==> config.mk <==
export PLATFORM = sky130hd
export DESIGN_NAME = host_cmd_serializer_flat
export DESIGN_NICKNAME = d
export VERILOG_FILES = /design/src/rtl/host_cmd_serializer_if.sv /design/src/rtl/host_cmd_serializer.sv /design/src/flat_wrapper.sv
export SDC_FILE = /design/constraint.sdc
export NUM_CORES = 1
export LEC_CHECK = 0
export ABC_AREA = 1
export BUFFER_PORTS_ARGS = -buffer_cell sky130_fd_sc_hd__buf_2
export CORE_ASPECT_RATIO = 0.9
export CORE_UTILIZATION = 55
export CTS_BUF_LIST = sky130_fd_sc_hd__clkbuf_8
export DETAILED_ROUTE_END_ITERATION = 12
export PLACE_DENSITY = 0.87
export RECOVER_POWER = 100
export SKIP_LAST_GASP = 1
export SLEW_MARGIN = 20
export SYNTH_ARGS = -nofsm -noshare
export SYNTH_HDL_FRONTEND = slang
export SYNTH_SLANG_ARGS = --single-unit
==> constraint.sdc <==
create_clock -name CLK -period 6.2 [get_ports CLK]
set_clock_uncertainty 0.05 [all_clocks]
set_input_delay 0 -clock CLK [delete_from_list [all_inputs] [get_ports CLK]]
set_output_delay 0 -clock CLK [all_outputs]
set_load 0.01 [all_outputs]
==> src/rtl/host_cmd_serializer_if.sv <==
// Command handshake and serial line bundle for host_cmd_serializer.
// master = command source, slave = serializer.
interface host_cmd_serializer_if #(
  parameter int ADDR_WIDTH = 4,
  parameter int DATA_WIDTH = 8,
  parameter int FUN_WIDTH  = 4
);
  logic                  CMD_VALID;
  logic                  CMD_READY;
  logic [1:0]            CMD_TYPE;
  logic [ADDR_WIDTH-1:0] CMD_ADDR;
  logic [DATA_WIDTH-1:0] CMD_DATA0;
  logic [DATA_WIDTH-1:0] CMD_DATA1;
  logic [FUN_WIDTH-1:0]  CMD_FUN;
  logic                  PAR_EN;
  logic                  PAR_TYP;
  logic [7:0]            BIT_PERIOD;
  logic                  TX_OUT;
  logic                  BUSY;
  logic                  FRAME_DONE;

  modport master (
    output CMD_VALID, CMD_TYPE, CMD_ADDR, CMD_DATA0,
    output CMD_DATA1, CMD_FUN, PAR_EN, PAR_TYP, BIT_PERIOD,
    input  CMD_READY, TX_OUT, BUSY, FRAME_DONE
  );

  modport slave (
    input  CMD_VALID, CMD_TYPE, CMD_ADDR, CMD_DATA0,
    input  CMD_DATA1, CMD_FUN, PAR_EN, PAR_TYP, BIT_PERIOD,
    output CMD_READY, TX_OUT, BUSY, FRAME_DONE
  );
endinterface

==> src/rtl/host_cmd_serializer.sv <==
// Expands one host command into controller bytes and sends them as UART frames.
// Optional HOST_CMD_GAP_EN inserts GAP_BITS idle bit periods after each byte.
module host_cmd_serializer #(
  parameter int ADDR_WIDTH = 4,
  parameter int DATA_WIDTH = 8,
  parameter int FUN_WIDTH  = 4,
  parameter int GAP_BITS   = 2
) (
  input logic                  CLK,
  input logic                  RST,
  host_cmd_serializer_if.slave bus
);

  typedef enum logic [2:0] {
    S_IDLE, S_START, S_DATA, S_PARITY, S_STOP
`ifdef HOST_CMD_GAP_EN
    , S_GAP
`endif
  } state_t;

  state_t                r_state, w_nxt_state;
  logic [7:0]            r_cnt, w_nxt_cnt;
  logic [2:0]            r_bit, w_nxt_bit;
  logic [1:0]            r_idx, w_nxt_idx;
  logic [7:0]            r_shift, w_nxt_shift;
  logic                  r_par, w_nxt_par;
  logic                  r_tx, w_nxt_tx;
  logic                  r_done, w_nxt_done;
`ifdef HOST_CMD_GAP_EN
  logic [7:0]            r_gap, w_nxt_gap;
`else
  logic                  w_unused_gap;
  assign w_unused_gap = ^GAP_BITS;
`endif

  logic [1:0]            r_type;
  logic [ADDR_WIDTH-1:0] r_addr;
  logic [DATA_WIDTH-1:0] r_d0, r_d1;
  logic [FUN_WIDTH-1:0]  r_fun;
  logic                  r_pen, r_ptyp;
  logic [7:0]            r_bp;

  logic       w_accept, w_tick, w_last;
  logic [7:0] w_byte;
  logic [1:0] w_last_idx;

  assign w_accept = bus.CMD_VALID && (r_state == S_IDLE);
  assign w_tick   = (r_cnt == r_bp - 8'd1);
  assign w_last   = (r_idx == w_last_idx);

  assign bus.CMD_READY  = (r_state == S_IDLE);
  assign bus.BUSY       = (r_state != S_IDLE);
  assign bus.TX_OUT     = r_tx;
  assign bus.FRAME_DONE = r_done;

  // Byte to send for the current command type and byte index
  always_comb begin
    w_byte     = 8'h00;
    w_last_idx = 2'd1;
    case (r_type)
      2'd0: begin
        w_last_idx = 2'd2;
        case (r_idx)
          2'd0:    w_byte = 8'hAA;
          2'd1:    w_byte = 8'(r_addr);
          default: w_byte = 8'(r_d0);
        endcase
      end
      2'd1: w_byte = (r_idx == 2'd0) ? 8'hBB : 8'(r_addr);
      2'd2: begin
        w_last_idx = 2'd3;
        case (r_idx)
          2'd0:    w_byte = 8'hCC;
          2'd1:    w_byte = 8'(r_d0);
          2'd2:    w_byte = 8'(r_d1);
          default: w_byte = 8'(r_fun);
        endcase
      end
      default: w_byte = (r_idx == 2'd0) ? 8'hDD : 8'(r_fun);
    endcase
  end

  // Next-state, counters and next serial level
  always_comb begin
    w_nxt_state = r_state;
    w_nxt_cnt   = r_cnt;
    w_nxt_bit   = r_bit;
    w_nxt_idx   = r_idx;
    w_nxt_shift = r_shift;
    w_nxt_par   = r_par;
    w_nxt_tx    = r_tx;
    w_nxt_done  = 1'b0;
`ifdef HOST_CMD_GAP_EN
    w_nxt_gap   = r_gap;
`endif
    if (r_state != S_IDLE)
      w_nxt_cnt = w_tick ? 8'd0 : r_cnt + 8'd1;
    case (r_state)
      S_IDLE: begin
        w_nxt_tx = 1'b1;
        if (w_accept) begin
          w_nxt_state = S_START;
          w_nxt_tx    = 1'b0;
          w_nxt_cnt   = 8'd0;
          w_nxt_idx   = 2'd0;
          w_nxt_bit   = 3'd0;
        end
      end
      S_START: if (w_tick) begin
        w_nxt_state = S_DATA;
        w_nxt_tx    = w_byte[0];
        w_nxt_shift = {1'b0, w_byte[7:1]};
        w_nxt_par   = ^w_byte ^ r_ptyp;
        w_nxt_bit   = 3'd0;
      end
      S_DATA: if (w_tick) begin
        if (r_bit == 3'd7) begin
          w_nxt_state = r_pen ? S_PARITY : S_STOP;
          w_nxt_tx    = r_pen ? r_par : 1'b1;
        end else begin
          w_nxt_bit   = r_bit + 3'd1;
          w_nxt_tx    = r_shift[0];
          w_nxt_shift = {1'b0, r_shift[7:1]};
        end
      end
      S_PARITY: if (w_tick) begin
        w_nxt_state = S_STOP;
        w_nxt_tx    = 1'b1;
      end
`ifdef HOST_CMD_GAP_EN
      S_STOP: if (w_tick) begin
        w_nxt_state = S_GAP;
        w_nxt_tx    = 1'b1;
        w_nxt_gap   = 8'd0;
      end
      S_GAP: if (w_tick) begin
        if (r_gap == 8'(GAP_BITS - 1)) begin
          w_nxt_state = w_last ? S_IDLE : S_START;
          w_nxt_tx    = w_last;
          w_nxt_done  = w_last;
          w_nxt_idx   = w_last ? r_idx : r_idx + 2'd1;
        end else begin
          w_nxt_gap = r_gap + 8'd1;
        end
      end
`else
      S_STOP: if (w_tick) begin
        w_nxt_state = w_last ? S_IDLE : S_START;
        w_nxt_tx    = w_last;
        w_nxt_done  = w_last;
        w_nxt_idx   = w_last ? r_idx : r_idx + 2'd1;
      end
`endif
      default: w_nxt_state = S_IDLE;
    endcase
  end

  // FSM state, counters and registered serial output
  always_ff @(posedge CLK or posedge RST) begin
    if (RST) begin
      r_state <= S_IDLE;
      r_cnt   <= 8'd0;
      r_bit   <= 3'd0;
      r_idx   <= 2'd0;
      r_shift <= 8'd0;
      r_par   <= 1'b0;
      r_tx    <= 1'b1;
      r_done  <= 1'b0;
`ifdef HOST_CMD_GAP_EN
      r_gap   <= 8'd0;
`endif
    end else begin
      r_state <= w_nxt_state;
      r_cnt   <= w_nxt_cnt;
      r_bit   <= w_nxt_bit;
      r_idx   <= w_nxt_idx;
      r_shift <= w_nxt_shift;
      r_par   <= w_nxt_par;
      r_tx    <= w_nxt_tx;
      r_done  <= w_nxt_done;
`ifdef HOST_CMD_GAP_EN
      r_gap   <= w_nxt_gap;
`endif
    end
  end

  // Capture the command fields and line settings on acceptance
  always_ff @(posedge CLK or posedge RST) begin
    if (RST) begin
      r_type <= 2'd0;
      r_addr <= '0;
      r_d0   <= '0;
      r_d1   <= '0;
      r_fun  <= '0;
      r_pen  <= 1'b0;
      r_ptyp <= 1'b0;
      r_bp   <= 8'd1;
    end else if (w_accept) begin
      r_type <= bus.CMD_TYPE;
      r_addr <= bus.CMD_ADDR;
      r_d0   <= bus.CMD_DATA0;
      r_d1   <= bus.CMD_DATA1;
      r_fun  <= bus.CMD_FUN;
      r_pen  <= bus.PAR_EN;
      r_ptyp <= bus.PAR_TYP;
      r_bp   <= (bus.BIT_PERIOD == 8'd0) ? 8'd1 : bus.BIT_PERIOD;
    end
  end

endmodule

==> src/flat_wrapper.sv <==
// flat-port wrapper written by rule: the top's interface ports become plain ports
module host_cmd_serializer_flat 
#(
  parameter int ADDR_WIDTH = 4,
  parameter int DATA_WIDTH = 8,
  parameter int FUN_WIDTH  = 4,
  parameter int GAP_BITS   = 2
)
  (CLK, RST, bus_CMD_VALID, bus_CMD_TYPE, bus_CMD_ADDR, bus_CMD_DATA0, bus_CMD_DATA1, bus_CMD_FUN, bus_PAR_EN, bus_PAR_TYP, bus_BIT_PERIOD, bus_CMD_READY, bus_TX_OUT, bus_BUSY, bus_FRAME_DONE);
  host_cmd_serializer_if #(.ADDR_WIDTH(ADDR_WIDTH), .DATA_WIDTH(DATA_WIDTH), .FUN_WIDTH(FUN_WIDTH)) bus_i ();
  input logic CLK;
  input logic RST;
  input wire logic [$bits(bus_i.CMD_VALID)-1:0] bus_CMD_VALID;
  input wire logic [$bits(bus_i.CMD_TYPE)-1:0] bus_CMD_TYPE;
  input wire logic [$bits(bus_i.CMD_ADDR)-1:0] bus_CMD_ADDR;
  input wire logic [$bits(bus_i.CMD_DATA0)-1:0] bus_CMD_DATA0;
  input wire logic [$bits(bus_i.CMD_DATA1)-1:0] bus_CMD_DATA1;
  input wire logic [$bits(bus_i.CMD_FUN)-1:0] bus_CMD_FUN;
  input wire logic [$bits(bus_i.PAR_EN)-1:0] bus_PAR_EN;
  input wire logic [$bits(bus_i.PAR_TYP)-1:0] bus_PAR_TYP;
  input wire logic [$bits(bus_i.BIT_PERIOD)-1:0] bus_BIT_PERIOD;
  output wire logic [$bits(bus_i.CMD_READY)-1:0] bus_CMD_READY;
  output wire logic [$bits(bus_i.TX_OUT)-1:0] bus_TX_OUT;
  output wire logic [$bits(bus_i.BUSY)-1:0] bus_BUSY;
  output wire logic [$bits(bus_i.FRAME_DONE)-1:0] bus_FRAME_DONE;
  assign bus_i.CMD_VALID = bus_CMD_VALID;
  assign bus_i.CMD_TYPE = bus_CMD_TYPE;
  assign bus_i.CMD_ADDR = bus_CMD_ADDR;
  assign bus_i.CMD_DATA0 = bus_CMD_DATA0;
  assign bus_i.CMD_DATA1 = bus_CMD_DATA1;
  assign bus_i.CMD_FUN = bus_CMD_FUN;
  assign bus_i.PAR_EN = bus_PAR_EN;
  assign bus_i.PAR_TYP = bus_PAR_TYP;
  assign bus_i.BIT_PERIOD = bus_BIT_PERIOD;
  assign bus_CMD_READY = bus_i.CMD_READY;
  assign bus_TX_OUT = bus_i.TX_OUT;
  assign bus_BUSY = bus_i.BUSY;
  assign bus_FRAME_DONE = bus_i.FRAME_DONE;
  host_cmd_serializer #(.ADDR_WIDTH(ADDR_WIDTH), .DATA_WIDTH(DATA_WIDTH), .FUN_WIDTH(FUN_WIDTH), .GAP_BITS(GAP_BITS)) u_core (.CLK(CLK), .RST(RST), .bus(bus_i));
endmodule
; Word-level counts from Yosys, hierarchy flattened
; Index checks and enable logic that the tools add are counted.
; Widths: inputs -> output; s select.
[word_totals]
regBits = 63
out_inout_bits = 4
elab_cells = 100
in_bits = 39
[op_classes]
mux = 43
n_reduce_logical = 17
n_bitwise = 1
addsub = 4
n_eq_ne = 19
[ops]
columns = operator, n
row1 = $mux 8, 10
row2 = $pmux 8 s3, 2
row3 = $mux 3, 11
row4 = $pmux 8 s2, 2
row5 = $pmux 3 s5, 1
row6 = $ne 2x1->1 const B, 6
row7 = $mux 1, 10
row8 = $reduce_and 5->1, 2
row9 = $pmux 3 s3, 1
row10 = $add 8x1->8 const B, 1
row11 = $eq 8x8->1, 1
row12 = $logic_not 8->1, 1
row13 = $pmux 2 s2, 2
row14 = $reduce_and 4->1, 2
row15 = $reduce_xor 8->1, 1
row16 = $sub 8x1->8 const B, 1
row17 = $eq 3x2->1 const B, 2
row18 = $eq 3x3->1 const B, 2
row19 = $mux 2, 3
row20 = $reduce_and 6->1, 1
row21 = $reduce_bool 3->1, 2
row22 = $pmux 1 s5, 1
row23 = $reduce_bool 5->1, 1
row24 = $eq 2x1->1 const B, 2
row25 = other kinds (12), 16

; Depth between registers and ports, before layout
; Gate-level depths: netlist (run 1).
[depth]
word_depth = 6
depth_mapped = 18
ltp_nobuf = 17

; Worst setup path before layout (run 1)
; No wires, ideal clock.
[synth_timing]
path_type = reg-to-reg
startpoint = register u_core.r_bp[0]
endpoint = register u_core.r_shift[4]
path_slack_ns = 4.177
setup_ns = 0.122
t_required_ns = 6.028
t_arrival_ns = 1.851
stages_incl_launch_ff = 14
cell_sequence = dfstp_2 -> inv_1 -> ha_1 -> xor2_1 -> nand2_1 -> nor2_1 -> nand2_1 -> nor2_2 -> nand4_4 -> clkinv_2 -> nand2_2 -> buf_6 -> nand2_2 -> o21ai_2
[synth_between]
elab_chain_cells = 4
elab_cells_between_ends = 5
classes_between = 1 x add/sub / 3 x eq/ne / 1 x reduce/logical
[synth_rtl]
columns = element, line
row1 = "start, declared", host_cmd_serializer.sv:41  ; logic [7:0] r_bp;
row2 = "start signal, assigned", host_cmd_serializer.sv:206  ; r_bp <= (bus.BIT_PERIOD == 8'd0) ? 8'd1 : bus.BIT_PERIOD;
row3 = $sub 8x1->8 (*), host_cmd_serializer.sv:48  ; assign w_tick = (r_cnt == r_bp - 8'd1);
row4 = $eq 8x8->1 (*), host_cmd_serializer.sv:48
row5 = $ne 2x1->1 (no source line), n/a
row6 = $reduce_and 4->1 (no source line) (*), n/a
row7 = "end signal, assigned", host_cmd_serializer.sv:177  ; r_shift <= w_nxt_shift;
row8 = "end, declared", host_cmd_serializer.sv:25  ; logic [7:0] r_shift, w_nxt_shift;
; Mark *: on every way between the ends. The rest lies on a longest branch, timed or not.
; A chain may end at the register's enable or synchronous reset.

==> out/summary.txt, run 1 <==
gr ovfl total -> 0
syn nets -> 575
minimum clock period -> 3.29 ns
pwr dens -> 474 nW/um^2
I/O pin count -> 43
Max-slew headroom -> -115%
routability cong. -> 0.917
sequential share of power -> 32.0%
share of cells above drive strength 1 -> 12.6%
Clk pin slew, worst setup/hold paths -> 0.07 ns
XOR/XNOR Fraction of Synth Area -> 3.02%
synthesis-to-finish area growth -> 22.7%
drt initial violations -> 267
complex-gate fraction of the synthesized area -> 8.56%
Post-Synth Simple-Gate Area -> 36.0%
setup TNS -> 0 ns
largest cells by area after synthesis -> dfrtp_1 40%, nand2_1 21%, inv_1 5.3%
YS warnings -> 0
crit path cell chain -> dlygate4sd3_1 -> clkbuf_1 -> clkinv_1 -> clkbuf_1
most common cell after layout, fill and taps aside -> nand2_1
# DRC -> 0
r2r startpoint -> u_core.r_state[1]
Die H -> 80.1 um
top-area cell type share of the netlist area -> 40.3%
postcts setup bufs -> 0
largest net degree at the start of global routing -> 63
I/O Buffers -> 42
Worst path slowest cell -> clkbuf_1
status -> finished with violations
fin util -> 69.8%
DR vias -> 3716
area of the die -> 7110 um^2
critical path launch point type -> primary input
flop2flop setup slack -> 2.98 ns
Avg WL per Cell -> 13.2 um
met1 Use GR -> 34.1%
combinational share of power -> 48.3%
critical path launch point -> RST
synthesized area -> 3730 um^2
first-pass GRT wire length -> 15.5 mm
CP required -> 5.88 ns
Core Area -> 6550 um^2
most frequent cells in the layout -> 209 x nand2_1, 60 x dfrtp_1, 53 x inv_1
Buf+Inv Stages, Crit Path -> 4
gr usage total -> 28.7%
Worst Hold Path EP -> u_core.r_cnt[1]
slowest stage delay, CP -> 2.27 ns
Worst Hold Path Cells -> 4
gr busiest metal -> met2
GR met2 Demand/Resource -> 49.2%
max-cap viol count -> 1
critical path arrival -> 2.97 ns
Setup CP Type -> in -> async
DR pass1 iterations -> 5
Synth cell types -> 37
number of global-route vias before repair -> 3564
crit path max fanout -> 62
clock latency on the worst-skew pair -> 0.35 ns
delay-heaviest family, CP -> buffers and inverters
worst-margin pin slew -> 3.23 ns
nets -> 653
M3 GR Usage -> 8.22%
worst slack at placement -> 3.21 ns
Slew Viols, Final -> 63
post-synthesis cell count -> 528
cell depth of the worst flop-to-flop path -> 10
f_max -> 304 MHz
failing checks -> max-capacitance violations, max-slew violations
Net Switching -> 0.000980 W
H-tree Lvls -> 3
clock share of power -> 19.6%
Worst setup EP type -> asynchronous set/reset pin
Hold Fails Final Rpt -> 0
CTS max path bufs -> 2
switching share of power -> 45.2%
leading area contributor after synthesis -> dfrtp_1
TritonCTS Sinks -> 62
Final ANT Viol Nets -> 0
crit share post-route -> 53.0%
RSZ-0062 raised after global routing -> no
CTS tree -> done
vias per inst -> 5.30
CTS buffer count -> 9
mux contribution to synthesized area -> 0.537%
cts repair resizes -> 0
largest family of logic cells by synthesized area -> simple AND/OR/NAND/NOR gates
sequential fraction of the synthesis area -> 41.7%
hold_buf cts -> 37
cell-internal power -> 0.00119 W
hold path start -> bus_CMD_VALID
post-synthesis adder-cell area fraction -> 2.69%
Max IR drop VDD -> 0.000321 V
Yosys reg bits -> 62
Core Rows -> 28
Worst path most repeated cell -> clkbuf_1
Syn Area/Cell -> 7.06 um^2
final worst slack -> 2.91 ns
Post-Route WL -> 9.28 mm
Leak -> 2.39 nW
final setup vio count -> 0
antenna fix cells -> 0
CTS root buf -> clkbuf_8
Die Wd -> 88.8 um
DP Wirelength -> 5.97 mm
Hold WC Path Type -> in -> reg
antenna violations before repair -> 0
Starting Density -> 56.9%
r2r endpoint -> u_core.r_idx[0]
-- how the worst max path moves through the flow --
stage	to	slack [ns]	cells past startpoint
2_1_floorplan	u_core.r_shift[4]	4.18	13
3_3_place_gp	u_core.r_idx[1]	3.46	10
3_5_place_dp	u_core.r_idx[0]	3.21	10
4_1_cts	u_core.r_idx[0]	3.19	10
5_1_grt	u_core.r_d1[5]	2.22	4
6_report	u_core.r_d0[3]	2.91	4
-- final cells by class --
class                      instances  area [um^2]
clock buffer                       9          124
clock inverter                     7          113
fill                             526         1980
inverter                          58          219
multi-input combinational        395         1870
sequential                        62         1550
tap                               90          113
timing repair buffer              80          581
-- per-stage QoR --
step	hold WS, ns	area [um^2]	power, W	std cells
after detailed placement	0.157	4000	0.00173	648
after CTS	0.0256	4610	0.00218	701
final	0.0393	4570	0.00217	701
after global routing	0.0550	4570	0.00237	701
after global placement	0.150	4000	0.00168	648
after floorplan	0.0666	3730	0.00149	528
-- worst min-delay path, delay by kind of cell --
family                 cells  cell delay (ns)
AOI/OAI and AO/OA          1             0.09
and+or+nand+nor            1             0.16
buffers and inverters      2             0.15
-- power by group through the flow --
stage          registers (W)  logic, W  clock network [W]
2_1_floorplan       0.000657  0.000836                  0
3_3_place_gp        0.000690  0.000988                  0
3_5_place_dp        0.000695   0.00103                  0
4_1_cts             0.000691   0.00106           0.000433
5_1_grt             0.000710   0.00121           0.000451
6_report            0.000695   0.00105           0.000426
-- layer usage --
| layer | vias to the layer above | share of wire, % | routed length, um |
|---|---|---|---|
| met5 | - | 0 | 0 |
| met1 | 1712 | 42 | 3850 |
| met2 | 163 | 50 | 4590 |
| met4 | 0 | 2.4 | 225 |
| li1 | 1816 | - | - |
| met3 | 25 | 6.5 | 602 |
-- flip-flops by register name, summed over array words and instances, names as in the netlist --
signal                 count
u_core.r_idx               2
u_core.r_par               1
u_core.r_shift             7
u_core.r_type              2
u_core.bus.TX_OUT          1
u_core.r_fun               4
u_core.r_bit               3
u_core.r_d1                8
u_core.r_ptyp              1
u_core.r_pen               1
u_core.r_state             3
u_core.r_addr              4
u_core.bus.FRAME_DONE      1
u_core.r_bp                8
u_core.r_cnt               8
u_core.r_d0                8
-- cell usage after synthesis (all sizes together) --
library cell	count
xnor2	5
nor4	1
xor2	7
o21ai	47
buf	6
mux2i	2
or2	3
nand2	214
dfstp	2
a211oi	1
nand4	9
nor3	6
a21oi	9
clkbuf	7
nor2	39
inv	56
a31oi	1
ha	8
o211a	1
nand3	39
nand3b	3
clkinv	2
dfrtp	60
-- logic make-up (layout without fill, tap and decap cells) --
family                     after synthesis  count (layout)
and+or+nand+nor                        314             314
muxes                                    2               2
adders and majority gates                8               8
DFF                                     62              62
xor gates and xnor gates                12              12
AOI/OAI and AO/OA                       59              59
buffers and inverters                   71             154
Note: power is estimated with default switching activity, not from simulation.
==> run 2, diff against run 1 <==
ABC_AREA = 0   (was 1)
PLACE_DENSITY = 0.9   (was 0.87)
clock period = 2.9 ns   (was 6.2 ns; I/O delays follow)
==> run 2 against run 1 <==
The flow still finishes with violations (max-capacitance violations, max-slew violations). Cell area shrank 3.0%. Area after synthesis fell by 4.9%. Die area fell by 4.8%. Count of clock-buffer cells in the layout is 1 higher. Combinational power down 91%. Sequential power up 25%. Worst setup slack lost 2.8 ns. Flip-flop and latch count did not move. Global-route usage rose by 2.4 points. Core utilization grew 2.0 points. Register-to-register slack got worse by 2.8 ns. Worst hold slack improved by 0.28 ns.
==> out/summary.txt, run 2 <==
switching share of power -> 23.0%
combinational share of power -> 5.2%
CTS max path bufs -> 2
nets -> 547
critical path arrival -> 2.98 ns
Net Switching -> 0.000400 W
vias per inst -> 5.94
share of cells above drive strength 1 -> 15.4%
Max-slew headroom -> -0.0587%
TritonCTS Sinks -> 62
Hold Fails Final Rpt -> 0
status -> finished with violations
failing checks -> max-capacitance violations, max-slew violations
antenna violations before repair -> 0
complex-gate fraction of the synthesized area -> 18.7%
area of the die -> 6770 um^2
Post-Route WL -> 9.71 mm
# placed instances -> 537
area of the multi-input gates -> 1850 um^2
Leak -> 2.10 nW
YS warnings -> 0
first-pass GRT wire length -> 16.1 mm
setup TNS -> 0 ns
hold path start -> bus_CMD_DATA1[5]
minimum clock period -> 2.77 ns
CTS tree -> done
crit share post-route -> 95.4%
Placement Cell Area -> 3830 um^2
I/O Buffers -> 42
largest cells by area after synthesis -> dfrtp_1 42%, nand2_1 13%, o21ai_0 4.9%
Max IR drop VDD -> 0.000352 V
critical path launch point type -> flop
Setup CP Type -> reg -> reg
XOR/XNOR Fraction of Synth Area -> 4.09%
ys flop type -> dfrtp_1
# DRC -> 0
max-cap viol count -> 1
worst-margin pin slew -> 1.50 ns
Slew Viols, Final -> 29
fillers -> 414
RSZ-0062 raised after global routing -> no
number of global-route vias before repair -> 3374
DR vias -> 3517
Yosys reg bits -> 62
critical path launch point -> u_core.r_idx[0]
sequential fraction of the synthesis area -> 43.8%
gr usage total -> 31.2%
Core Area -> 6180 um^2
clock share of power -> 44.9%
Final ANT Viol Nets -> 0
most common cell after layout, fill and taps aside -> nand2_1
syn nets -> 472
H-tree Lvls -> 3
leading area contributor after synthesis -> dfrtp_1
Worst setup EP type -> flop
largest net degree at the start of global routing -> 63
top-area cell type share of the netlist area -> 42.3%
fin util -> 71.8%
worst slack at placement -> -0.0528 ns
cell with the most instances after synthesis -> nand2_1
mux contribution to synthesized area -> 1.48%
Final Non-Filler Cells -> 592
final worst slack -> 0.134 ns
final setup vio count -> 0
Die Wd -> 86.6 um
Synth cell types -> 60
fraction of registers with async set/reset -> 100%
DR pass1 iterations -> 5
I/O pin count -> 43
post-route cell area -> 4440 um^2
f_max -> 362 MHz
clock latency on the worst-skew pair -> 0.36 ns
antenna fix cells -> 0
CP required -> 3.12 ns
drt initial violations -> 254
post-synthesis adder-cell area fraction -> 2.82%
Core Rows -> 27
Syn Area/Cell -> 8.34 um^2
largest family of logic cells by synthesized area -> simple AND/OR/NAND/NOR gates
CTS root buf -> clkbuf_8
DP Wirelength -> 5.63 mm
CTS buffer count -> 9
most frequent cells in the layout -> 120 x nand2_1, 60 x dfrtp_1, 39 x o21ai_0
Post-Synth Simple-Gate Area -> 24.3%
top cell types by occurrence after synthesis -> 120 x nand2_1, 60 x dfrtp_1, 35 x o21ai_0
pwr dens -> 391 nW/um^2
EDFF count, synth -> 0
sequential cell area -> 1550 um^2
routability cong. -> 0.995
Hold WC Path Type -> in -> reg
Avg WL per Cell -> 16.4 um
r2r startpoint -> u_core.r_idx[0]
post-synthesis cell count -> 425
Die H -> 78.2 um
synthesized area -> 3550 um^2
Clk pin slew, worst setup/hold paths -> 0.08 ns
Starting Density -> 57.4%
crit path max fanout -> 8
synthesis-to-finish area growth -> 25.2%
cell-internal power -> 0.00134 W
gr ovfl total -> 0
sequential share of power -> 49.9%
[run 2: worst paths after layout]
path / end / cells past startpoint / slack [ns]
worst max-delay path: u_core.r_par / 9 / 0.13
worst min-delay path: u_core.r_d1[5] / 4 / 0.32
worst max register to register: u_core.r_par / 9 / 0.13
worst min register to register: u_core.r_addr[3] / 2 / 0.42
max in group asynchronous: u_core.r_d1[2] / 4 / 1.24
min in group asynchronous: u_core.r_cnt[2] / 4 / 0.65
[run 2: power groups by stage]
| stage | sequential (W) | combinational, W | clock, W |
|---|---|---|---|
| after floorplan | 0.000883 | 0.0000143 | 0 |
| after detailed placement | 0.000882 | 0.0000478 | 0 |
| after CTS | 0.000866 | 0.0000868 | 0.000775 |
| after global routing | 0.000866 | 0.0000974 | 0.000824 |
| final | 0.000866 | 0.0000902 | 0.000779 |
| after global placement | 0.000883 | 0.0000468 | 0 |
[run 2: cell families after synthesis]
| kind of cell | Yosys count |
|---|---|
| compound gates | 104 |
| xor+xnor | 15 |
| fa+ha+maj | 8 |
| buf+inv | 43 |
| flops | 62 |
| mux | 5 |
| simple gates | 188 |
[run 2: worst max-delay path, stage by stage, from the launching register on]
cell and delay (ns):
dfrtp_1 0.46, inv_1 0.16, ha_1 0.38, a22oi_1 0.17, or3_1 0.36, and3_1 0.18, mux2i_1 0.17, xnor2_1 0.15
xnor3_1 0.42, a21oi_1 0.19
[run 2: stage by stage]
step                      total power, W  hold WS [ns]
final                            0.00174         0.317
after global routing             0.00179         0.332
after CTS                        0.00173         0.312
after detailed placement        0.000930         0.143
after global placement          0.000929         0.138
after floorplan                 0.000897        0.0554
[run 2: per-layer routing]
layer	global-route usage [%]	vias up	share of wire, %
met5	0	-	0
met3	5.99	37	6.1
met4	15.0	0	3.0
li1	-	1624	-
met1	39.3	1673	41
met2	51.6	183	50
[run 2: timing repair]
item                                    CTS  global route
setup buffers                             0             1
endpoints found under the hold margin    97             0
pin swaps                                 0             2
endpoints found under the setup margin    2             3
gates resized for setup                   2             2
hold buffers                             38             0
[run 2: cell type report]
type	count	area share, %
clock inverter	6	1.44
sequential	62	35.0
inverter	18	1.52
multi-input combinational	320	41.6
timing repair buffer	89	14.9
clock buffer	10	3.10
tap	87	2.45
